<file path="src/rtl/step_fsm.sv">
// Single-step controller for the debug unit.
// Runs the pipeline one cycle per host STEP command and requests a dump after each.
module step_fsm #(
    parameter int UART_BITS        = 8,
    parameter int CLK_COUNTER_BITS = 32
) (
    input  logic                        clk,
    input  logic                        rst,
    input  logic                        i_start,
    input  logic                        i_rx_done,
    input  logic [UART_BITS-1:0]        i_rx_data,
    input  logic                        i_send_done,
    output logic                        o_enable,
    output logic                        o_send_start,
    output logic [CLK_COUNTER_BITS-1:0] o_clk_count,
    output logic                        o_done
);

    localparam logic [2:0] IDLE      = 3'd0;
    localparam logic [2:0] SEND      = 3'd1;
    localparam logic [2:0] WAIT_SEND = 3'd2;
    localparam logic [2:0] WAIT_CMD  = 3'd3;
    localparam logic [2:0] STEP      = 3'd4;
    localparam logic [2:0] DONE      = 3'd5;

    localparam logic [UART_BITS-1:0] OP_STEP = UART_BITS'(4);
    localparam logic [UART_BITS-1:0] OP_STOP = UART_BITS'(5);

    logic [2:0]                  state;
    logic [2:0]                  state_next;
    logic [CLK_COUNTER_BITS-1:0] count;

    // Next-state decode; stray strobes outside their waiting state are dropped.
    always_comb begin
        state_next = state;
        case (state)
            IDLE: begin
                if (i_start) state_next = SEND;
            end
            SEND: begin
                state_next = WAIT_SEND;
            end
            WAIT_SEND: begin
                if (i_send_done) state_next = WAIT_CMD;
            end
            WAIT_CMD: begin
                if (i_rx_done) begin
                    if (i_rx_data == OP_STEP) begin
                        state_next = STEP;
                    end else if (i_rx_data == OP_STOP) begin
                        state_next = DONE;
                    end
                end
            end
            STEP: begin
                state_next = SEND;
            end
            DONE: begin
                state_next = IDLE;
            end
            default: begin
                state_next = IDLE;
            end
        endcase
    end

    // State register and step counter; counter clears on session start and
    // advances as the STEP cycle completes.
    always_ff @(posedge clk) begin
        if (rst) begin
            state <= IDLE;
            count <= '0;
        end else begin
            state <= state_next;
            if (state == IDLE && i_start) begin
                count <= '0;
            end else if (state == STEP) begin
                count <= count + 1'b1;
            end
        end
    end

    assign o_enable     = (state == STEP);
    assign o_send_start = (state == SEND);
    assign o_done       = (state == DONE);
    assign o_clk_count  = count;

endmodule

</file>
<file path="config.mk">
export PLATFORM = sky130hd
export DESIGN_NAME = step_fsm
export DESIGN_NICKNAME = d
export VERILOG_FILES = /design/src/rtl/step_fsm.sv
export SDC_FILE = /design/constraint.sdc
export NUM_CORES = 1
export LEC_CHECK = 0
export ABC_CLOCK_PERIOD_IN_PS = 1750
export BUFFER_PORTS_ARGS = -buffer_cell sky130_fd_sc_hd__buf_2
export CAP_MARGIN = 15
export CORE_UTILIZATION = 47
export CTS_CLUSTER_SIZE = 40
export DETAILED_ROUTE_END_ITERATION = 16
export HOLD_SLACK_MARGIN = 0.12
export PLACE_DENSITY = 0.75
export SLEW_MARGIN = 20
export SYNTH_ARGS = -nofsm -noshare
export SYNTH_HDL_FRONTEND = slang
export SYNTH_SLANG_ARGS = --single-unit
export TNS_END_PERCENT = 30
</file>
<file path="constraint.sdc">
create_clock -name clk -period 1.75 [get_ports clk]
set_input_delay 0.525 -clock clk [delete_from_list [all_inputs] [get_ports clk]]
set_output_delay 0.525 -clock clk [all_outputs]
set_load 0.01 [all_outputs]
</file>
==> metrics <==
Synth top area share 38.02%; Max Transition Viols Final 0; GRT Resource Usage Total 25.62%; post-synthesis sequential area ratio 38.02%; DR WL/cell 14.36 um; CTS tree built; outcome complete, but fails checks; worst hold stages 2; fill count 275; CP arrival 2.03 ns; gp weighted congestion 0.9019; Reg clk slew, reported paths 0.07 ns; chip height 64.62 um; Core Area 0.003716 mm^2; antenna-violating nets left 0; starting density of the core 49.60%; worst setup margin -0.06508 ns; Worst-Skew Late Latency 0.28 ns; drt first pass iters 4; Max Freq 0.5509 GHz; Mapped Area 0.001843 mm^2; H-tree levels 2; IO Count 48; DIE AREA 0.004176 mm^2; final hold violation count 0; WL final 5.025 mm; top cells by area, synth dfxtp_1 38%, a21oi_1 4.3%, mux2i_1 4.3%, or3_1 4.1%, nand2_1 3.9%; Max-slew headroom 69.13%; CTS Hold Bufs 0; synth warn 0; die width 64.62 um; Pleak 1.129 nW; initial DRC count 78; count of cell types in the netlist 38; Synth-to-Final Area Change 45.15%; Req. time, crit path 1.97 ns; Max Fanout on Critical Path 14; max-cap violations 0; RSZ-0062 raised after global routing yes; syn nets 227; Syn Area/Cell 8.653 um^2; Clock Skew 0.005340 ns; row count 22; dpl ws -0.09713 ns; Hold Path Class flop to flop; antenna violations before repair 0; Final TNS setup -0.3926 ns; Nets 315; final period utilization 103.7%; # setup viols final 11; DR vias/cell 5.651; Cells after Synth 213; r2r worst-path depth 5; Longest Clk Path Bufs 2; failing checks negative setup slack; Diodes inserted 0; via count of the routed design 1,978; Crit Path Class flop to flop; Slew @ Worst Pin 0.4588 ns; Seq cells post-synth 35; grt total ovfl 0; largest net degree at the start of global routing 26; share of cells above drive strength 1 43.71%; Power Dens Cells 581.0 mW/mm^2; first-pass GRT wire length 8.369 mm; Final min period 1.815 ns; CTS Root Cell clkbuf_8; drc violations 0; Port Buffer Count 47; area leader, netlist dfxtp_1; CTS buffer count 5; Crit. End Element flop; Final HPWL DP 3.232 mm; vias in the first global route 1,913; Startpoint Class flop; Clock Sinks 35; Max IR drop VDD 0.4782 mV
cell usage after synthesis, drive strengths merged:
master	number
a21oi	16
a2111oi	1
nor4	10
and2	2
and4bb	1
o21ai	6
o22ai	1
xor2	4
a311oi	1
nor3b	2
xnor2	5
o31ai	9
nor4bb	1
mux2i	8
nor4b	3
nand2b	1
nor2	17
and3	2
inv	8
ha	1
nand3	11
or3	13
or4	10
nand4bb	1
clkbuf	5
dfxtp	35
buf	6
and4	4
nand2	19
nand4	9
or2	1
layout by cell type, fill, tap and decap left out, drive strengths merged, types with 2 or more instances in the layout:
master / n
nor4: 10
and2: 2
buf: 91
nor4b: 3
or3: 13
nor3b: 2
or4: 11
mux2i: 8
and3: 2
clkbuf: 8
a21oi: 16
nand2: 19
and4: 4
o21ai: 6
nand4: 9
nor2: 17
xnor2: 5
dfxtp: 35
nand3: 11
inv: 8
xor2: 4
o31ai: 9
cells by family (layout without fill, tap and decap cells):
kind of cell	after synthesis	in the layout	synth area share (%)
AOI/OAI and AO/OA	34	34	10.93
buffers and inverters	19	107	5.431
xor gates and xnor gates	9	9	4.277
muxes	8	8	4.345
and+or+nand+nor	107	108	36.32
DFF	35	35	38.02
adders and majority gates	1	1	0.6788
sequential cells by signal, indices dropped and copies added (netlist names):
register / flops
state: 3
o_clk_count: 32
power breakdown:
part           switching (mW)  internal (mW)  total (mW)
clock                   0.284          0.359       0.643
combinational          0.0599         0.0478       0.108
sequential            0.00246          0.801       0.803
layout make-up:
cell class,instances,area [um^2],share of cell area (%)
flip-flops and latches,35,710.7,26.57
multi-input cells,160,1169,43.69
repair buffers,91,605.6,22.64
clock buffers,8,100.1,3.742
well taps,48,60.06,2.245
inverters,8,30.03,1.123
layer usage:
metal	track usage (%)	vias to the layer above	share of wire [%]
met5	0	-	0
li1	-	976	-
met4	9.444	0	1.9
met3	6.514	9	3.5
met1	29.08	937	45
met2	45.79	56	50
per-stage QoR:
step | area (um^2) | utilization, % | total power [mW] | instances | hold WS (ns)
after floorplan | 1861 | - | 0.8875 | 213 | 0.4870
after global placement | 2399 | 64.55 | 0.9204 | 337 | 0.4547
after detailed placement | 2399 | 64.55 | 0.9214 | 337 | 0.4713
after CTS | 2615 | 70.37 | 1.553 | 350 | 0.4829
after global routing | 2675 | 71.99 | 1.606 | 350 | 0.4957
final | 2675 | 71.99 | 1.554 | 350 | 0.4758
critical path: stages (launching register included):
cell and delay, ns:
dfxtp_2 0.32, nand4bb_4 0.21, or4_4 0.50, buf_12 0.17, or4_1 0.42, a21oi_2 0.13
worst paths after layout:
path | start | to | slack, ns
setup / recovery | state[0]$_SDFFE_PP0P_ | o_clk_count[17]$_SDFFE_PP0P_ | -0.07
hold / removal | o_clk_count[31]$_SDFFE_PP0P_ | o_clk_count[31]$_SDFFE_PP0P_ | 0.48
setup reg to reg | state[0]$_SDFFE_PP0P_ | o_clk_count[17]$_SDFFE_PP0P_ | -0.07
hold reg to reg | o_clk_count[31]$_SDFFE_PP0P_ | o_clk_count[31]$_SDFFE_PP0P_ | 0.48
repair_timing:
| item | 4_1_cts | 5_1_grt |
|---|---|---|
| pin swaps | 15 | 5 |
| gates cloned | 1 | 0 |
| setup buffers | 4 | 0 |
| endpoints found under the setup margin | 16 | 33 |
| resized for setup | 14 | 17 |
No activity file was read; power rests on OpenSTA's default activity.
